===== config.mk =====
export PLATFORM = sky130hd
export DESIGN_NAME = regfile_2r1w_flat
export DESIGN_NICKNAME = d
export VERILOG_FILES = /design/src/rtl/regfile_2r1w_if.sv /design/src/rtl/regfile_2r1w.sv /design/src/flat_wrapper.sv
export SDC_FILE = /design/constraint.sdc
export NUM_CORES = 1
export LEC_CHECK = 0
export BUFFER_PORTS_ARGS = -buffer_cell sky130_fd_sc_hd__buf_2
export CAP_MARGIN = 5
export CELL_PAD_IN_SITES_DETAIL_PLACEMENT = 2
export CELL_PAD_IN_SITES_GLOBAL_PLACEMENT = 2
export CORE_MARGIN = 3
export CORE_UTILIZATION = 35
export DETAILED_ROUTE_END_ITERATION = 6
export GPL_TIMING_DRIVEN = 0
export MAX_ROUTING_LAYER = met4
export PLACE_DENSITY_LB_ADDON = 0.1
export SETUP_SLACK_MARGIN = 0.05
export SKIP_CTS_REPAIR_TIMING = 1
export SYNTH_ARGS = -nofsm -noshare
export SYNTH_HDL_FRONTEND = slang
export SYNTH_SLANG_ARGS = --single-unit

===== constraint.sdc =====
create_clock -name clk -period 1.6 [get_ports clk]
set_input_delay 0 -clock clk [delete_from_list [all_inputs] [get_ports clk]]
set_output_delay 0 -clock clk [all_outputs]
set_load 0.005 [all_outputs]

===== src/rtl/regfile_2r1w_if.sv =====
// Bus bundle for regfile_2r1w: one write port, two read ports and the clear handshake.
interface regfile_2r1w_if #(
    parameter int DATA_W = 8,
    parameter int ADDR_W = 3
);
    logic              we;
    logic [ADDR_W-1:0] wa;
    logic [DATA_W-1:0] wd;
    logic              re0;
    logic [ADDR_W-1:0] ra0;
    logic [DATA_W-1:0] rd0;
    logic              rv0;
    logic              re1;
    logic [ADDR_W-1:0] ra1;
    logic [DATA_W-1:0] rd1;
    logic              rv1;
    logic              clr;
    logic              busy;

    modport master (
        output we, wa, wd, re0, ra0, re1, ra1, clr,
        input  rd0, rv0, rd1, rv1, busy
    );

    modport slave (
        input  we, wa, wd, re0, ra0, re1, ra1, clr,
        output rd0, rv0, rd1, rv1, busy
    );
endinterface


===== src/rtl/regfile_2r1w.sv =====
// Parametrised 2-read/1-write register file with registered reads, same-cycle
// write bypass, optional hard-wired zero entry and a one-entry-per-cycle clear.
module regfile_2r1w #(
    parameter int DATA_W   = 8,
    parameter int DEPTH    = 8,
    parameter int ADDR_W   = $clog2(DEPTH),
    parameter bit ZERO_REG = 1'b0
) (
    input  logic             clk,
    input  logic             rst,
    regfile_2r1w_if.slave    bus
);
    typedef enum logic {IDLE, CLEAR} state_e;

    localparam logic [ADDR_W:0]   DEPTH_C = (ADDR_W+1)'(DEPTH);
    localparam logic [ADDR_W-1:0] LAST_C  = ADDR_W'(DEPTH - 1);

    state_e            state_q, state_d;
    logic [ADDR_W-1:0] cnt_q, cnt_d;
    logic [DATA_W-1:0] mem_q [DEPTH];
    logic [DATA_W-1:0] rd0_q, rd0_d, rd1_q, rd1_d;
    logic              rv0_q, rv0_d, rv1_q, rv1_d;
    logic              wr_en, rd0_en, rd1_en, clr_en;

    // Addresses beyond DEPTH (non power-of-two depths) and the zero entry are not storage.
    function automatic logic addr_ok(input logic [ADDR_W-1:0] a);
        return ({1'b0, a} < DEPTH_C) && !(ZERO_REG && (a == '0));
    endfunction

    always_ff @(posedge clk) begin
        if (rst) begin
            state_q <= IDLE;
            cnt_q   <= '0;
        end else begin
            state_q <= state_d;
            cnt_q   <= cnt_d;
        end
    end

    always_comb begin
        state_d = state_q;
        cnt_d   = cnt_q;
        case (state_q)
            IDLE: begin
                if (bus.clr) begin
                    state_d = CLEAR;
                    cnt_d   = '0;
                end
            end
            CLEAR: begin
                if (cnt_q == LAST_C) begin
                    state_d = IDLE;
                    cnt_d   = '0;
                end else begin
                    cnt_d = cnt_q + ADDR_W'(1);
                end
            end
            default: begin
                state_d = IDLE;
                cnt_d   = '0;
            end
        endcase
    end

    always_comb begin
        clr_en   = (state_q == CLEAR);
        wr_en    = (state_q == IDLE) && !bus.clr && bus.we && addr_ok(bus.wa);
        rd0_en   = (state_q == IDLE) && !bus.clr && bus.re0;
        rd1_en   = (state_q == IDLE) && !bus.clr && bus.re1;
        bus.busy = clr_en;
        bus.rd0  = rd0_q;
        bus.rv0  = rv0_q;
        bus.rd1  = rd1_q;
        bus.rv1  = rv1_q;
    end

    always_ff @(posedge clk) begin
        if (rst) begin
            mem_q <= '{default: '0};
        end else if (clr_en) begin
            mem_q[cnt_q] <= '0;
        end else if (wr_en) begin
            mem_q[bus.wa] <= bus.wd;
        end
    end

    // Read data: illegal address gives zero, a matching legal write is forwarded.
    always_comb begin
        rd0_d = rd0_q;
        rv0_d = 1'b0;
        if (rd0_en) begin
            rv0_d = 1'b1;
            if (!addr_ok(bus.ra0))                  rd0_d = '0;
            else if (wr_en && (bus.wa == bus.ra0))  rd0_d = bus.wd;
            else                                    rd0_d = mem_q[bus.ra0];
        end
    end

    always_comb begin
        rd1_d = rd1_q;
        rv1_d = 1'b0;
        if (rd1_en) begin
            rv1_d = 1'b1;
            if (!addr_ok(bus.ra1))                  rd1_d = '0;
            else if (wr_en && (bus.wa == bus.ra1))  rd1_d = bus.wd;
            else                                    rd1_d = mem_q[bus.ra1];
        end
    end

    always_ff @(posedge clk) begin
        if (rst) begin
            rd0_q <= '0;
            rv0_q <= 1'b0;
            rd1_q <= '0;
            rv1_q <= 1'b0;
        end else begin
            rd0_q <= rd0_d;
            rv0_q <= rv0_d;
            rd1_q <= rd1_d;
            rv1_q <= rv1_d;
        end
    end
endmodule


===== src/flat_wrapper.sv =====
// flat-port wrapper written by rule: the top's interface ports become plain ports
module regfile_2r1w_flat 
#(
    parameter int DATA_W   = 8,
    parameter int DEPTH    = 8,
    parameter int ADDR_W   = $clog2(DEPTH),
    parameter bit ZERO_REG = 1'b0
)
  (clk, rst, bus_we, bus_wa, bus_wd, bus_re0, bus_ra0, bus_re1, bus_ra1, bus_clr, bus_rd0, bus_rv0, bus_rd1, bus_rv1, bus_busy);
  regfile_2r1w_if #(.DATA_W(DATA_W), .ADDR_W(ADDR_W)) bus_i ();
  input  logic clk;
  input  logic rst;
  input wire logic [$bits(bus_i.we)-1:0] bus_we;
  input wire logic [$bits(bus_i.wa)-1:0] bus_wa;
  input wire logic [$bits(bus_i.wd)-1:0] bus_wd;
  input wire logic [$bits(bus_i.re0)-1:0] bus_re0;
  input wire logic [$bits(bus_i.ra0)-1:0] bus_ra0;
  input wire logic [$bits(bus_i.re1)-1:0] bus_re1;
  input wire logic [$bits(bus_i.ra1)-1:0] bus_ra1;
  input wire logic [$bits(bus_i.clr)-1:0] bus_clr;
  output wire logic [$bits(bus_i.rd0)-1:0] bus_rd0;
  output wire logic [$bits(bus_i.rv0)-1:0] bus_rv0;
  output wire logic [$bits(bus_i.rd1)-1:0] bus_rd1;
  output wire logic [$bits(bus_i.rv1)-1:0] bus_rv1;
  output wire logic [$bits(bus_i.busy)-1:0] bus_busy;
  assign bus_i.we = bus_we;
  assign bus_i.wa = bus_wa;
  assign bus_i.wd = bus_wd;
  assign bus_i.re0 = bus_re0;
  assign bus_i.ra0 = bus_ra0;
  assign bus_i.re1 = bus_re1;
  assign bus_i.ra1 = bus_ra1;
  assign bus_i.clr = bus_clr;
  assign bus_rd0 = bus_i.rd0;
  assign bus_rv0 = bus_i.rv0;
  assign bus_rd1 = bus_i.rd1;
  assign bus_rv1 = bus_i.rv1;
  assign bus_busy = bus_i.busy;
  regfile_2r1w #(.DATA_W(DATA_W), .DEPTH(DEPTH), .ADDR_W(ADDR_W), .ZERO_REG(ZERO_REG)) u_core (.clk(clk), .rst(rst), .bus(bus_i));
endmodule

Word level (Yosys, flattened, before mapping)
Cells that the tools add are included.
{"block": "totals", "reg_bits": 86, "latch_bits": 0, "ramBits": 0, "mem_bits_ro": 0, "output_inout_bits": 19, "wordCells": 65, "n_memories": 0}
{"block": "op_classes", "add_sub_neg": 1, "mul": 0, "div": 0, "order_cmp": 6, "eq_ne": 4, "n_shift": 0, "n_mux": 23, "n_bitwise": 7, "n_reduce_logical": 10}
{"operator": "two-way mux 64 bit", "count": 2}
{"operator": "bitwise AND 64 bit", "count": 1}
{"operator": "bitwise mux 64 bit", "count": 1}
{"operator": "two-way mux 8 bit", "count": 8}
{"operator": "inverter 64 bit", "count": 1}
{"operator": "binary-select mux 8 bit (select 3 bit)", "count": 2}
{"operator": "demux 8 bit (select 3 bit)", "count": 2}
{"operator": ">= comparator 4 bit (second input constant)", "count": 4}
{"operator": "inverter 3 -> 4 bit", "count": 4}
{"operator": "logical AND 1 bit", "count": 8}
{"operator": "less-than comparator 4 x 1 -> 1 bit (second input constant)", "count": 2}
{"operator": "== test 3 bit", "count": 2}
{"operator": "two-way mux 3 bit", "count": 2}
{"operator": "one-hot mux 3 bit (2 select lines)", "count": 1}
{"operator": "two-way mux 1 bit", "count": 4}
{"operator": "adder 3 x 1 -> 3 bit (second input constant)", "count": 1}
{"operator": "== test 3 bit (second input constant)", "count": 1}
{"operator": "inequality test 2 bit (second input constant)", "count": 1}
{"operator": "one-hot mux 1 bit (2 select lines)", "count": 1}
{"operator": "nonzero test 2 bit", "count": 1}
{"operator": "logical NOT 1 bit", "count": 1}
{"operator": "inverter 1 bit", "count": 1}

Logic depth before layout (Yosys ltp)
{"block": "depth", "word_depth": 8, "depth_mapped": 6, "ltp_nobuf": 6}

Worst setup path after synthesis
No wires, ideal clock.
{"block": "synth_path", "path_kind": "input to register", "from": "input port bus_ra0[1]", "to": "register u_core.rd0_q[6] (netlist: u_core.bus.rd0[6])", "setup_ps": 122, "t_arrival_ps": 1411, "required_time_ps": 1478, "slack_ps": 67, "stages": 5, "path_cell_list": "buf_2 -> buf_1 -> mux4_1 -> mux2_2 -> a221o_1"}
{"block": "synth_via", "elab_chain_cells": 5, "word_cells_on_any_way": 7, "cone_classes": "eq/ne (1); mux (4); bitwise (1); reduce/logical (1)"}
{"item": "from (decl)", "line_no": "flat_wrapper.sv:17", "rtl": "input wire logic [$bits(bus_i.ra0)-1:0] bus_ra0;"}
{"item": "inverter 3 -> 4 bit (not written as such)", "line_no": "regfile_2r1w.sv:95", "rtl": "else rd0_d = mem_q[bus.ra0];"}
{"item": "binary-select mux 8 bit (select 3 bit)", "line_no": "regfile_2r1w.sv:95"}
{"item": "two-way mux 8 bit (not written as such) (2 in series)", "line_no": "regfile_2r1w.sv:95"}
{"item": "two-way mux 8 bit *", "line_no": "regfile_2r1w.sv:94", "rtl": "else if (wr_en && (bus.wa == bus.ra0)) rd0_d = bus.wd;"}
{"item": "to (signal assigned)", "line_no": "regfile_2r1w.sv:117", "rtl": "rd0_q <= rd0_d;"}
{"item": "to (decl)", "line_no": "regfile_2r1w.sv:21", "rtl": "logic [DATA_W-1:0] rd0_q, rd0_d, rd1_q, rd1_d;"}
Mark *: on every way between the ends. The rest lies on a longest branch, timed or not. The select of a mux whose other input is x is not followed.
A chain may end at the register's enable or synchronous reset.

Final worst setup path
{"block": "layout_path", "from": "register u_core.mem_q[27] (netlist name)", "to": "register u_core.rd0_q[3] (netlist: u_core.bus.rd0[3])"}
{"block": "layout_via", "elab_chain_cells": 4}
{"item": "from (decl)", "line_no": "regfile_2r1w.sv:20", "rtl": "logic [DATA_W-1:0] mem_q [DEPTH];"}
{"item": "from (signal, indexed assignment)", "line_no": "regfile_2r1w.sv:83", "rtl": "mem_q[bus.wa] <= bus.wd;"}
{"item": "binary-select mux 8 bit (select 3 bit)", "line_no": "regfile_2r1w.sv:95"}
{"item": "two-way mux 8 bit (not written as such) (2 in series)", "line_no": "regfile_2r1w.sv:95"}
{"item": "two-way mux 8 bit", "line_no": "regfile_2r1w.sv:94"}
No other way between the ends. The select of a mux whose other input is x is not followed.

==> impl_metrics.yaml <==
outcome:
  status: "finished clean"
grt:
  grt_overflow: 0
  grt_pass1_wl_mm: 23.02
  grt_max_degree: 15
  antenna_found_initial: 0
  gr-usage-all-layers_pct: 22.46
  grt_pass1_vias: 3769
layout:
  fill_cells: 1266
  final_cell_mix: "nor2_1 (70), dfxtp_1 (68), a22oi_1 (46)"
  nets: 462
  antenna_cells: 0
  drive_gt1_share_pct: 39.59
  multi_input_area_mm2: 0.002709
  seq_area_mm2: 0.001747
  synthToLayoutAreaGrowth_pct: 25.76
  final_common_cell: "nor2_1"
route:
  first_pass_iters: 4
  vias: 3531
  wl_mm: 15.64
  antenna_left: 0
  drt_iter0_drc: 269
  viasPerCell: 5.789
  drc: 0
  wire_per_inst_um: 25.63
logic_synthesis:
  synthFlopType: "dfxtp_1"
  synth_cell_types: 33
  synth_area_mm2: 0.004367
  synth_cells: 399
  synth_edf_count: 0
  synth-seq-area-share_pct: 39.43
  syn-num-nets: 424
  synth_area_leaders: "dfxtp_1 (39%), mux4_1 (13%), a22oi_1 (11%)"
  yosys_warnings: 0
  yosysTopAreaCellShare_pct: 39.43
  yosysTopAreaCell: "dfxtp_1"
  avgSynthCellArea_um2: 10.94
  synth-async-reset-ratio_pct: 0
  synth-seq-cells: 86
power:
  sequentialPowerShare_pct: 42.7
  p_sw_share_pct: 25.17
  ir_worst_vdd_v: 0.0003725
  pwr-share-clk_pct: 46.6
  p_leak_nw: 2.061
  p_sw_mw: 1.296
  power_density_mw_per_mm2: 937.5
  comb_power_share_pct: 10.7
  internal_power_mw: 3.852
timing:
  fmax_mhz: 637.1
  tightest_slew_ps: 872.9
  final_hold_viol_count: 0
  rsz0062_at_grt: "yes"
  fin_crit_sh_pct: 98.10
  finalHoldWorstSlack_ps: 131.7
  setup_tns_ps: 0
  skew_ps: 5.663
  finalMaxSlewViolations: 0
  setup_violations: 0
  max_slew_margin_pct: 41.36
  layout_min_cycle_time_ps: 1570
worst_setup_path:
  reg2reg_depth: 3
  arrival_ps: 1810
  worstSetupEndpointType: "flip-flop"
  critPathMaxFanout: 3
  worstPathRequired_ps: 1840
  reg2reg_to: "u_core.bus.rd0[3]"
  r2r-start: "u_core.mem_q[27]"
  worst-r2r-setup-slack_ps: 30
  critPathLaunchType: "flip-flop"
  criticalPathCategory: "flip-flop to flip-flop"
floorplan:
  die-area_mm2: 0.01385
  ios: 42
  die_y_um: 117.7
  die_x_um: 117.7
  start_util_pct: 36.05
  core_area_mm2: 0.01211
  rows: 40
hold_path:
  worstHoldStart: "bus_ra0[0]"
  min_to: "u_core.bus.rd0[5]"
  min_path_type: "input port to flip-flop"
  whs_path_depth: 3
clock_network:
  cts_tree: "built"
  clockBufferDepth: 2
  numCtsBuffers: 9
  cts_htree_levels: 3
  clock-sinks: 86
  clkSlewWorstSetupHoldPaths_ps: 70
  root_buffer: "clkbuf_16"
  clkLatencyLatePin_ps: 360
place:
  io_buffers: 26
  place_hpwl_mm: 10.29
  place_congestion: 0.7977
run:
  maxCapViolCount: 0
==> final cells by class <==
cell class | instances | area share, %
timing repair buffer | 38 | 5.218
buffer | 29 | 3.668
clock inverter | 4 | 1.413
multi-input combinational | 272 | 49.33
tap | 168 | 3.828
sequential | 86 | 31.81
inverter | 1 | 0.06835
clock buffer | 12 | 4.671
==> sequential cells by signal, indices dropped and copies added (netlist names) <==
| signal | flops |
|---|---|
| u_core.bus.busy | 1 |
| u_core.cnt_q | 3 |
| u_core.mem_q | 64 |
| u_core.bus.rv1 | 1 |
| u_core.bus.rd1 | 8 |
| u_core.bus.rv0 | 1 |
| u_core.bus.rd0 | 8 |
==> Yosys cell counts, types with 4 or more instances <==
library cell  count
dfxtp_1          86
nor2_1           72
a22oi_1          64
and2_1           24
mux4_1           22
clkbuf_1         17
a221o_1          16
mux2_2           16
buf_1            13
mux4_2           10
a21oi_1           9
xor2_1            6
nor3b_1           5
buf_2             4
buf_6             4
==> how the worst max path moves through the flow <==
| stage | from | endpoint | slack, ps |
|---|---|---|---|
| 2_1_floorplan | bus_ra0[1] | u_core.bus.rd0[6] | 70 |
| 3_3_place_gp | u_core.bus.busy | u_core.mem_q[42] | -510 |
| 3_5_place_dp | u_core.bus.busy | u_core.mem_q[53] | -600 |
| 4_1_cts | u_core.bus.busy | u_core.mem_q[53] | -630 |
| 5_1_grt | u_core.bus.busy | u_core.mem_q[61] | -30 |
| 6_report | u_core.mem_q[27] | u_core.bus.rd0[3] | 30 |
==> critical path, cell delays in order, from the launching register on <==
cell and delay [ps]:
dfxtp_2 340, mux4_2 510, mux2_4 300, a221o_1 300
==> power by group through the flow <==
stage / combinational, mW / sequential (mW) / clock, mW
after floorplan: 0.276 / 2.23 / 0
after global placement: 0.419 / 2.23 / 0
after detailed placement: 0.428 / 2.24 / 0
after CTS: 0.430 / 2.19 / 2.43
after global routing: 0.590 / 2.20 / 2.51
final: 0.552 / 2.20 / 2.40
==> routing by layer <==
layer / track usage (%) / wire length, um / up-vias
met5: - / 0 / -
met4: 7.033 / 173 / 0
met3: 3.460 / 700 / 10
met2: 36.51 / 7878 / 70
met1: 29.00 / 6884 / 1860
li1: - / - / 1591
==> stage by stage <==
stage	setup WS (ps)	cells	power [mW]	util, %	cell area (um^2)
floorplan	66.86	399	2.506	-	4367
global placement	-513.7	593	2.653	38.86	4707
detailed placement	-602.7	593	2.665	38.86	4707
CTS	-631.5	609	5.045	41.62	5041
global route	-25.06	610	5.298	45.34	5492
finish	30.36	610	5.148	45.34	5492
==> kinds of logic (layout without fill, tap and decap cells) <==
kind of cell	Yosys count	count (layout)	share of synthesized area, %
AO/OA/AOI/OAI	94	94	16.85
XOR/XNOR	6	6	1.203
adder cells (fa/ha/maj)	2	2	0.5730
buffers and inverters	41	84	5.072
flip-flops	86	86	39.43
multiplexers	48	48	22.52
AND/OR/NAND/NOR	122	122	14.36
(Power assumes the default switching activity.)
